==> src/rtl/inst_fetch_pkg.sv <==
// inst_fetch_pkg: shared state encodings and constants for the instruction-fetch stage
package inst_fetch_pkg;
   typedef enum logic [1:0] {IDLE = 2'd0, REQ = 2'd1, WAIT = 2'd2, DRAIN = 2'd3} fetch_state_t;
   localparam int DEF_ADDR_W = 15;
   localparam logic [31:0] NOP = 32'h0;
endpackage

==> src/rtl/inst_fetch_addr_check.sv <==
// fetch_addr_check: flags misaligned or out-of-range byte PCs and derives the memory word address
module fetch_addr_check #(
   parameter int ADDR_W = 15
) (
   input  logic [31:0]       pc,
   output logic              fault,
   output logic [ADDR_W-1:0] mem_addr
);
   assign fault    = (pc[1:0] != 2'b00) || (pc[31:ADDR_W+2] != '0);
   assign mem_addr = pc[ADDR_W+1:2];
endmodule

==> src/rtl/inst_fetch.sv <==
// inst_fetch: fetches one instruction word per enable over a req/valid memory port, with flush and fault handling
module inst_fetch
   import inst_fetch_pkg::*;
#(
   parameter int ADDR_W = DEF_ADDR_W
) (
   input  logic              clk,
   input  logic              rstn,
   input  logic              enable,
   input  logic [31:0]       pc,
   input  logic              flush,
   output logic              done,
   output logic [31:0]       pc_out,
   output logic [31:0]       command,
   output logic              fault,
   output logic [ADDR_W-1:0] mem_addr,
   output logic              mem_req,
   input  logic              mem_valid,
   input  logic [31:0]       mem_data
);
   fetch_state_t      state;
   logic [31:0]       pc_lat;
   logic              bad_pc;
   logic [ADDR_W-1:0] word_addr;

   fetch_addr_check #(.ADDR_W(ADDR_W)) u_check (
      .pc       (pc),
      .fault    (bad_pc),
      .mem_addr (word_addr)
   );

   // fetch FSM; done and mem_req are single-cycle pulses, other outputs hold between fetches
   always_ff @(posedge clk or negedge rstn) begin
      if (!rstn) begin
         state    <= IDLE;
         pc_lat   <= '0;
         done     <= 1'b0;
         pc_out   <= '0;
         command  <= '0;
         fault    <= 1'b0;
         mem_addr <= '0;
         mem_req  <= 1'b0;
      end else begin
         done    <= 1'b0;
         mem_req <= 1'b0;
         case (state)
            IDLE: if (enable && !flush) begin
               if (bad_pc) begin
                  command <= NOP;
                  fault   <= 1'b1;
                  pc_out  <= pc;
                  done    <= 1'b1;
               end else begin
                  pc_lat   <= pc;
                  mem_addr <= word_addr;
                  mem_req  <= 1'b1;
                  state    <= REQ;
               end
            end
            REQ: state <= flush ? DRAIN : WAIT;
            WAIT: if (mem_valid) begin
               state <= IDLE;
               if (!flush) begin
                  command <= mem_data;
                  pc_out  <= pc_lat;
                  fault   <= 1'b0;
                  done    <= 1'b1;
               end
            end else if (flush) begin
               state <= DRAIN;
            end
            DRAIN: if (mem_valid) state <= IDLE;
            default: state <= IDLE;
         endcase
      end
   end
endmodule

==> config.mk <==
export PLATFORM = sky130hd
export DESIGN_NAME = inst_fetch
export DESIGN_NICKNAME = d
export VERILOG_FILES = /design/src/rtl/inst_fetch_pkg.sv /design/src/rtl/inst_fetch_addr_check.sv /design/src/rtl/inst_fetch.sv
export SDC_FILE = /design/constraint.sdc
export NUM_CORES = 1
export LEC_CHECK = 0
export ABC_AREA = 1
export CORE_MARGIN = 4
export CORE_UTILIZATION = 50
export CTS_CLUSTER_DIAMETER = 50
export CTS_CLUSTER_SIZE = 25
export DETAILED_ROUTE_END_ITERATION = 12
export PLACE_DENSITY = 0.86
export SETUP_SLACK_MARGIN = 0.02
export SYNTH_ARGS = -nofsm -noshare
export SYNTH_HDL_FRONTEND = slang
export SYNTH_SLANG_ARGS = --single-unit
==> constraint.sdc <==
create_clock -name clk -period 2.8 [get_ports clk]
set_clock_uncertainty 0.1 [all_clocks]
set_input_delay 0.42 -clock clk [delete_from_list [all_inputs] [get_ports clk]]
set_output_delay 0.42 -clock clk [all_outputs]
set_load 0.05 [all_outputs]
# Word-level counts from Yosys, hierarchy flattened
# Cells that the tools add are included.
dict set report totals {
  n_memories 0
  out_inout_bits 82
  rom_bits 0
  reg_bits 116
  latch_bits 0
  ramBits 0
}
dict set report op_classes {
  mux 30
  n_bitwise 1
  n_reduce_logical 10
  addsub 0
  n_shift 0
  n_eq_ne 10
  order_cmp 0
  div_mod_pow 0
  mul 0
}
# operator count
set ops {}
lappend ops {{2-to-1 mux 32 bit} 8}
lappend ops {{one-hot mux 32 bit (2 select lines)} 2}
lappend ops {{nonzero test 15 bit} 1}
lappend ops {{2-to-1 mux 1 bit} 12}
lappend ops {{inequality test 2 bit (second input constant)} 6}
lappend ops {{2-to-1 mux 2 bit} 5}
lappend ops {{one-hot mux 2 bit (4 select lines)} 1}
lappend ops {{AND reduction 5 bit} 1}
lappend ops {{== test 2 bit (second input constant)} 2}
lappend ops {{one-hot mux 1 bit (2 select lines)} 2}
lappend ops {{AND reduction 4 bit} 1}
lappend ops {{nonzero test 2 bit} 2}
lappend ops {{inequality test 3 bit (second input constant)} 1}
lappend ops {{AND reduction 3 bit} 1}
lappend ops {{== test 2 x 1 -> 1 bit (second input constant)} 1}
lappend ops {{zero test 2 bit} 1}
lappend ops {{logical AND 1 bit} 1}
lappend ops {{zero test 1 bit} 1}
lappend ops {{logical OR 1 bit} 1}
lappend ops {{NOT 1 bit} 1}

# Depth between registers and ports, before layout
dict set report logic_depth {
  ltp_word 5
  mapped_depth 10
  depth_no_buf 8
}

# By module
# From an unflattened synthesis, not the netlist that was laid out.
dict set report hier_totals {
  cells_unflattened 713
  area_unflattened_um2 5422.7
}
# mod cells_each n_inst seq_area_each_um2 area_per_inst_um2
set modules_own_cells {}
lappend modules_own_cells {inst_fetch 684 1 2902.8 5252.5}
lappend modules_own_cells {fetch_addr_check 29 1 0.0 170.2}

# Worst setup path after synthesis
# No wires, ideal clock.
dict set report synth_timing {
  path_type {input-to-reg}
  start {in pc[28]}
  end {reg command[18]}
  path_stages 9
  setup_slack_ns 1.283
  t_arrival_ns 1.350
  setup_time_ns 0.067
  n_path_buf 2
  path_cell_list {nor2_1 nand3_1 nor2_2 nand3_2 nand2_2 buf_6 buf_6 nand2_1 nand2_1}
}
dict set report synth_between {
  elab_chain_len 4
}
# item line_no
set synth_lines {}
lappend synth_lines {{start, declared} inst_fetch.sv:10} ;# input logic [31:0] pc,
lappend synth_lines {{nonzero test 15 bit} inst_fetch_addr_check.sv:9} ;# assign fault = (pc[1:0] != 2'b00) || (pc[31:ADDR_W+2] != '0);
lappend synth_lines {{logical OR 1 bit} inst_fetch_addr_check.sv:9}
lappend synth_lines {{inequality test 2 bit (no line)} --}
lappend synth_lines {{AND reduction 5 bit (no line)} --}
lappend synth_lines {{end signal, assigned} inst_fetch.sv:64} ;# command <= mem_data;
lappend synth_lines {{end, declared} inst_fetch.sv:14} ;# output logic [31:0] command,
# Every way passes these cells.
# A chain may end at the register's enable or synchronous reset.

# Worst setup path after layout
dict set report layout_timing {
  start {reg state[1]}
  end {reg command[19]}
}
dict set report layout_between {
  elab_chain_len 3
  elab_cells_between_ends 9
  cone_classes {5 x eq/ne; 1 x mux; 3 x reduce/logical}
}
# item line_no
set layout_lines {}
lappend layout_lines {{start, declared} inst_fetch.sv:21} ;# fetch_state_t state;
lappend layout_lines {{start signal, assigned} inst_fetch.sv:60} ;# REQ: state <= flush ? DRAIN : WAIT;
lappend layout_lines {{== test 2 bit or zero test 2 bit (tied branches)} inst_fetch.sv:46} ;# case (state)
lappend layout_lines {{inequality test 2 bit (no line) or nonzero test 2 bit (tied branches)} --}
lappend layout_lines {{AND reduction 5 bit (no line)} --}
# Several ways; a longest one is shown, not always the timed one.

==> metrics.csv <==
stage,metric,value,unit
clocking,clock_sinks,101,
run_status,status,"complete, no violations",
synthesis,synth_nets,647,
timing,hold_slack,60.6,ps
final_layout,design_area,0.00628,mm²
power_and_ir_drop,total_power,3.16,mW
setup_path,cp-start-kind,flop,
timing,relSlewSlack,0.363,
setup_path,path_buf_inv,3,
placed_design,dp_hpwl,8920,µm
clocking,post_cts.repair.setup_buffers,0,
setup_path,r2r_setup_slack,690,ps
synthesis,ys_async_sr_fraction,1.00,
synthesis,synth-edff-count,0,
synthesis,yosysTopAreaCell,dfrtp_1,
synthesis,yosysWarningCount,0,
placed_design,dp_cells,797,
final_layout,antenna_cells,0,
clocking,cts_buffers,9,
grt,grt_usage,0.233,
setup_path,arrival,2260,ps
die,die_area,0.0109,mm²
die,floorplan.io_pins,151,
die,initial_core_util,0.522,
timing,finalMaxSlewViolations,0,
placed_design,pre_cts_ws,466,ps
die,die_h,104,µm
drt,routed_wl,12500,µm
placed_design,globalplace.congestion,0.856,
clocking,clk_pin_slew,100,ps
drt,vias,4267,
clocking,cts-root-buf,clkbuf_8,
synthesis,synthDominantCellAreaShare,0.545,
synthesis,ys_seq_area_frac,0.545,
synthesis,synth_area,0.00464,mm²
die,num_rows,34,
synthesis,synth-main-ff-cell,dfrtp_1,
setup_path,r2r_end,command[19],
setup_path,crit_path_max_incr_delay,540,ps
placed_design,port-buffer-count,150,
final_layout,fill_cells,686,
timing,period_share,0.754,
grt,grt_start_max_net_pins,69,
timing,worst_pin_slew,954,ps
clocking,cts_tree,done,
final_layout,fin_util,0.706,
synthesis,syn_area_per_cell,8.02,µm²
power_and_ir_drop,pwr_density_cell,503,mW/mm²
grt,overflow,0,
setup_path,rr_startpoint,state[1],
placed_design,place_area,0.00607,mm²
final_layout,drive_above_1_share,0.0596,
setup_path,critPathSlowestCell,dfrtp_1,
setup_path,crit_chain,inv_2 > nor2_4 > buf_4 > nand2_1 > nand2_2 > nand2_2 > buf_4 > nand2_1 > nand2_1,
setup_path,crit_top_cell,nand2_1,
clocking,clkLatencyLatePin,350,ps
timing,rsz0062_at_grt,no,
drt,drc,0,
grt,antenna_found_initial,0,
drt,initialDrtViolationCount,246,
timing,tns,0,ps
clocking,post_cts_resized,0,
grt,grt_pass1_vias,4219,
setup_path,crit_required,2950,ps
setup_path,cp_top_family,buffers and inverters,
setup_path,crit_fanout,38,
drt,final_antenna_net_count,0,
final_layout,final_common_cell,nand2_1,
die,core_area,0.00889,mm²
drt,routedWlPerCell,15.3,µm
timing,fin_ws,690,ps
timing,max_freq,474,MHz
timing,setup_viol,0,
synthesis,synth_seq_cells,101,
power_and_ir_drop,seqPwrFrac,0.494,
power_and_ir_drop,clockPowerShare,0.306,
setup_path,end_kind,flop,
final_layout,finalNonFillerCells,813,
timing,hold_viol,0,
power_and_ir_drop,switchingPower,956,µW
timing,period_minus_slack,2110,ps
setup_path,r2r_cells,9,
power_and_ir_drop,p_leak,3.33,nW
final_layout,area_growth,35.3,%
power_and_ir_drop,p_sw_frac,0.303,
power_and_ir_drop,intPower,2.20,mW
setup_path,critical_path_class,reg2reg,
clocking,ctsHoldBuffers,0,
synthesis,synthTopCellsByArea,"dfrtp_1 54%, nand2_1 23%, nand4_1 6.3%",
die,die-width,104,µm
final_layout,mostFrequentLayoutCells,"289 x nand2_1, 149 x clkdlybuf4s50_1, 101 x dfrtp_1",
drt,drtPass1Iterations,5,
power_and_ir_drop,p_comb_frac,0.200,
flow_run,drv_cap,0,
clocking,clock_path_buffers,2,
synthesis,synth.distinct_cells,19,
power_and_ir_drop,ir_drop,342,µV
worst_hold_path,min_path_type,in2async,
clocking,cts_htree_levels,3,
drt,via_per_inst,5.25,
grt,grt_pass1_wl,20800,µm
final_layout,nNetsFinal,769,
synthesis,postSynthCellCount,578,
==> flip-flops by register name (all words and copies together) (netlist names) <==
| register | cells |
|---|---|
| pc_out | 32 |
| fault | 1 |
| mem_addr | 14 |
| mem_req | 1 |
| pc_lat | 18 |
| done | 1 |
| state | 2 |
| command | 32 |
==> metal layers <==
layer  track usage  routed length [µm]  share of wire
met5             0                   0              0
met4        0.0959                 350          0.028
met3        0.0416                 739          0.059
met2         0.390                6470           0.52
met1         0.299                4920           0.39
==> cell type report <==
cell class                 count  area [µm²]  share of cell area
sequential                   101        2530               0.403
clock inverter                 6        68.8              0.0110
inverter                      30         113              0.0179
multi-input combinational    396        1690               0.270
clock buffer                  10         138              0.0219
tap                          108         135              0.0215
timing repair buffer         162        1600               0.255
==> power groups by stage <==
stage,logic [mW],registers [mW],clock network (mW)
after floorplan,0.115,1.81,0
after global placement,0.627,1.59,0
after detailed placement,0.636,1.59,0
after CTS,0.638,1.56,0.976
after global routing,0.669,1.57,1.05
final,0.632,1.56,0.967
==> cell families after synthesis <==
logic type | Yosys count | synth area share
simple gates | 392 | 0.360
flops | 101 | 0.545
buf+inv | 81 | 0.0906
compound gates | 4 | 0.00432
==> how the worst max path moves through the flow <==
stage,from,to,depth (start not counted)
2_1_floorplan,pc[28],command[18],9
3_3_place_gp,flush,mem_addr[13],8
3_5_place_dp,flush,command[19],10
4_1_cts,mem_addr[12],mem_addr[12],1
5_1_grt,state[1],command[14],9
6_report,state[1],command[19],9
==> synth_stat cells (3+ instances only) <==
master / number
buf_2: 12
buf_4: 17
buf_6: 5
clkbuf_1: 15
dfrtp_1: 101
inv_1: 26
inv_2: 3
nand2_1: 289
nand3_1: 35
nand4_1: 47
nor2_1: 12
nor2_2: 4
o21ai_0: 4
Note: power is estimated with default switching activity, not from simulation.
==> variant 1 (same flow settings) <==
Put one more register stage on the output `fault`, without a reset. The value now appears one clock later. The other outputs are not delayed to match.
--- a/src/rtl/inst_fetch.sv
+++ b/src/rtl/inst_fetch.sv
@@ -18,6 +18,8 @@
    input  logic              mem_valid,
    input  logic [31:0]       mem_data
 );
+
+   logic fault_s0;
    fetch_state_t      state;
    logic [31:0]       pc_lat;
    logic              bad_pc;
@@ -37,7 +39,7 @@
          done     <= 1'b0;
          pc_out   <= '0;
          command  <= '0;
-         fault    <= 1'b0;
+         fault_s0 <= 1'b0;
          mem_addr <= '0;
          mem_req  <= 1'b0;
       end else begin
@@ -47,7 +49,7 @@
             IDLE: if (enable && !flush) begin
                if (bad_pc) begin
                   command <= NOP;
-                  fault   <= 1'b1;
+                  fault_s0 <= 1'b1;
                   pc_out  <= pc;
                   done    <= 1'b1;
                end else begin
@@ -63,7 +65,7 @@
                if (!flush) begin
                   command <= mem_data;
                   pc_out  <= pc_lat;
-                  fault   <= 1'b0;
+                  fault_s0 <= 1'b0;
                   done    <= 1'b1;
                end
             end else if (flush) begin
@@ -74,5 +76,9 @@
          endcase
       end
    end
+   always_ff @(posedge clk) begin
+      fault <= fault_s0;
+   end
+
 endmodule
 
Behaviour: not the same (Yosys sat finds a counterexample within 4 cycles, from zero or initial values and one cycle with rstn low).
==> variant 1 against the original RTL <==
- register-to-register slack gained 0.04 ns
- final cell count up 0.12%
- total power decreased by 5.1%
- setup slack got worse by 0.13 ns
- largest power group unchanged
- wire length increased by 2.1%
- critical path type is now in -> reg
- synthesized area up 0.54%
- final area shrank 0.38%
- sequential cell count increased by 1
==> variant 1: results (changes against the original RTL) <==
| Metric | Value |
|---|---|
| Status | `finished clean` |
| Top cells by area, synth | `dfrtp_1, nand2_1, nand4_1` |
| P_comb | `0.639 mW (+1%)` |
| Fill cells | `673 (-1.9%)` |
| Met1 Use GR | `29.65% (-0.23 points)` |
| Slew @ Worst Pin | `0.9561 ns (+0.001728 ns)` |
| Reg2reg end | `mem_addr[3]` |
| Asr flop ratio synth | `99.02% (-0.98 points)` |
| Clock-cell share of area | `2.501% (-0.79 points)` |
| Vias in the first global route | `4300 (+1.9%)` |
| RR Startpoint | `state[0]` |
| Peak supply drop | `0.0002626 V (-23%)` |
| CP Launch Point | `pc[1]` |
| Unique masters post-synth | `20 (+1)` |
| All-Layer GR Usage | `23.48% (+0.17 points)` |
| Register bit total from synthesis | `102 (+0.99%)` |
| Top Family by Delay on Critical Path | `simple AND/OR/NAND/NOR gates` |
| Dpl hpwl | `9436 um (+5.8%)` |
| NonClk Buf Share | `25.58% (+0.057 points)` |
| Clock group | `0.786 mW (-19%)` |
| Share of layout cells above drive strength 1 | `5.524% (-0.43 points)` |
| Leakage | `3.310 nW (-0.58%)` |
| Total Wirelength | `12730 um (+2.1%)` |
| Worst Reg-to-Reg Cells | `4 (-5)` |
| CP Max Fanout | `33 (-13%)` |
| CLK BUF | `11 (+1)` |
| Sequential share of the synthesized area | `54.63% (+0.14 points)` |
| Global placement routability congestion | `0.8493 (-0.83%)` |
| GR Layer Usage met2 | `40.08% (+1.1 points)` |
| Net count, final | `771 (+0.26%)` |
| DR vias/cell | `5.285 (+0.70%)` |
| Multi-input logic portion of the cell area | `27.22% (+0.24 points)` |
| CP max stage cell | `nand4_2` |
| Crit path capture | `mem_addr[3]` |
| First-pass GRT wire length | `20960 um (+0.73%)` |
==> variant 1: stage by stage <==
| step | util [%] | instance area, sq um | worst slack [ns] | power [mW] | std cells |
|---|---|---|---|---|---|
| after floorplan | - | 4663 | 1.282 | 1.939 | 579 |
| after CTS | 70.32 | 6252 | 0.5943 | 3.017 | 814 |
| after detailed placement | 68.45 | 6086 | 0.2143 | 2.243 | 798 |
| after global routing | 70.32 | 6252 | 0.3024 | 3.105 | 814 |
| after global placement | 68.45 | 6086 | 0.3224 | 2.235 | 798 |
| final | 70.32 | 6252 | 0.5552 | 2.999 | 814 |
==> variant 1: routing by layer <==
layer	part of all wire [%]	routed length (um)
met2	50	6308
met3	5.7	730
met4	3.7	477
met5	0	0
met1	41	5214
==> variant 1: logic make-up (layout without fill, tap and decap cells) <==
kind of cell	Yosys count	after routing	share of synthesized area, %
DFF	102	102	54.63
and+or+nand+nor	392	392	36.01
AOI/OAI and AO/OA	4	4	0.4293
buffers and inverters	81	208	8.934
==> variant 2 (same settings) <==
Made on the original files. The package constant `DEF_ADDR_W` goes from 15 to 14.
--- a/src/rtl/inst_fetch_pkg.sv
+++ b/src/rtl/inst_fetch_pkg.sv
@@ -1,7 +1,7 @@
 // inst_fetch_pkg: shared state encodings and constants for the instruction-fetch stage
 package inst_fetch_pkg;
    typedef enum logic [1:0] {IDLE = 2'd0, REQ = 2'd1, WAIT = 2'd2, DRAIN = 2'd3} fetch_state_t;
-   localparam int DEF_ADDR_W = 15;
+   localparam int DEF_ADDR_W = 14;
    localparam logic [31:0] NOP = 32'h0;
 endpackage
 
Interface: changed (resized mem_addr); port bits go from 151 to 150. No check against the original RTL was run, so the function may have changed too.
==> variant 2 against the original RTL <==
- final area is 0.76% higher
- sequential share of layout area is 0.30 points lower
- critical path type is now reg -> out
- highest routed layer unchanged
- synthesized area is 0.40% lower
- setup slack better by 0.0033 ns
- sequential cell count stayed put
- wire length is 2.3% higher
- register-to-register slack better by 0.11 ns
Power is not compared: it rests on default switching activity, and its combinational part moved more than twofold at a synthesized area within 25%.
==> variant 2: results (changes against the original RTL) <==
| Metric | Value |
|---|---|
| Status | `finished clean` |
| CP max stage cell | `clkdlybuf4s50_1` |
| Mean Syn Cell Area | `8.020 sq um (about the same)` |
| Total Wirelength | `12760 um (+2.3%)` |
| DR vias/cell | `5.293 (+0.85%)` |
| Relative slew slack | `35.94% (-0.37 points)` |
| Post-CTS Setup Bufs | `0 (unchanged)` |
| Worst Path Arrival | `1.59 ns (-0.67 ns)` |
| Drt initial violations | `286 (+16%)` |
| Syn_nets | `645 (-0.31%)` |
| Initial antenna violation count | `0 (unchanged)` |
| Top cells by area, synth | `dfrtp_1, nand2_1, nand4_1` |
| # hold bufs at CTS | `1 (+1)` |
| Top post-synthesis cells by count | `nand2_1, dfrtp_1, nand4_1` |
| Dpl ws | `0.4299 ns (-0.03566 ns)` |
| All-Layer GR Usage | `24.28% (+0.97 points)` |
| Critical path's largest stage delay | `0.82 ns (+0.28 ns)` |
| Net count, final | `770 (+0.13%)` |
| Area after DPL | `6078 sq um (+0.14%)` |
| 1st-pass router iterations | `4 (-1)` |
| Global placement routability congestion | `0.8879 (+3.7%)` |
| CP Max Fanout | `3 (-92%)` |
| Class of the worst hold path | `reg -> reg` |
| Fill cells | `690 (+0.58%)` |
| Buffers added on ports | `149 (-0.67%)` |
| Sequential share of the synthesized area | `54.71% (+0.22 points)` |
| Unique masters post-synth | `18 (-1)` |
| Share of layout cells above drive strength 1 | `5.114% (-0.84 points)` |
| Largest net degree at the start of global routing | `55 (-20%)` |
| Vias in the first global route | `4222 (+0.071%)` |
| Layout Cells excl Fill | `812 (-0.12%)` |
| First-pass GRT wire length | `21520 um (+3.5%)` |
| H-tree levels | `3 (unchanged)` |
==> variant 2: cell types whose count changed after synthesis, moves of 2 or more <==
cell	delta
buf_1	-2
clkbuf_1	+4
nor2_1	+4
buf_4	-2
nand2_1	+2
o21ai_0	-2
buf_2	-2
nor2_2	-4
==> variant 2: layout make-up <==
type	instances	area [sq um]	area share (%)
Clock buffer	10	137.6	2.176
Multi-Input combinational cell	397	1695	26.81
Sequential cell	101	2527	39.97
Inverter	29	108.9	1.721
Timing Repair Buffer	163	1622	25.64
Clock inverter	4	97.59	1.543
Tap cell	108	135.1	2.137
==> variant 2: final timing paths <==
path / startpoint / end / slack [ns] / depth (start not counted)
min: pc_lat[22] / pc_lat[22] / 0.38 / 2
max: mem_addr[7] / mem_addr[7] / 0.69 / 1
max reg2reg: state[1] / pc_out[19] / 0.80 / 9
min reg2reg: pc_lat[22] / pc_lat[22] / 0.38 / 2
min in group asynchronous: rstn / command[19] / 0.52 / 2
max in group asynchronous: rstn / pc_lat[1] / 1.35 / 3
==> variant 2: cells by family after synthesis <==
family,synth area share (%)
flip-flops,54.71
AO/OA/AOI/OAI,0.6771
AND/OR/NAND/NOR,35.97
buffers and inverters,8.640
==> variant 2: power by group <==
group | switching, mW | total, mW | internal [mW]
logic | 2.52 | 3.60 | 1.08
registers | 0.261 | 2.14 | 1.88
clock network | 0.467 | 1.08 | 0.609
total | 3.25 | 6.82 | 3.57
==> variant 2: per-layer routing <==
metal,global-route usage (%),share of wire (%)
met1,32.44,42
met4,7.787,2.0
met5,0,0
met3,3.849,6.0
met2,40.71,50
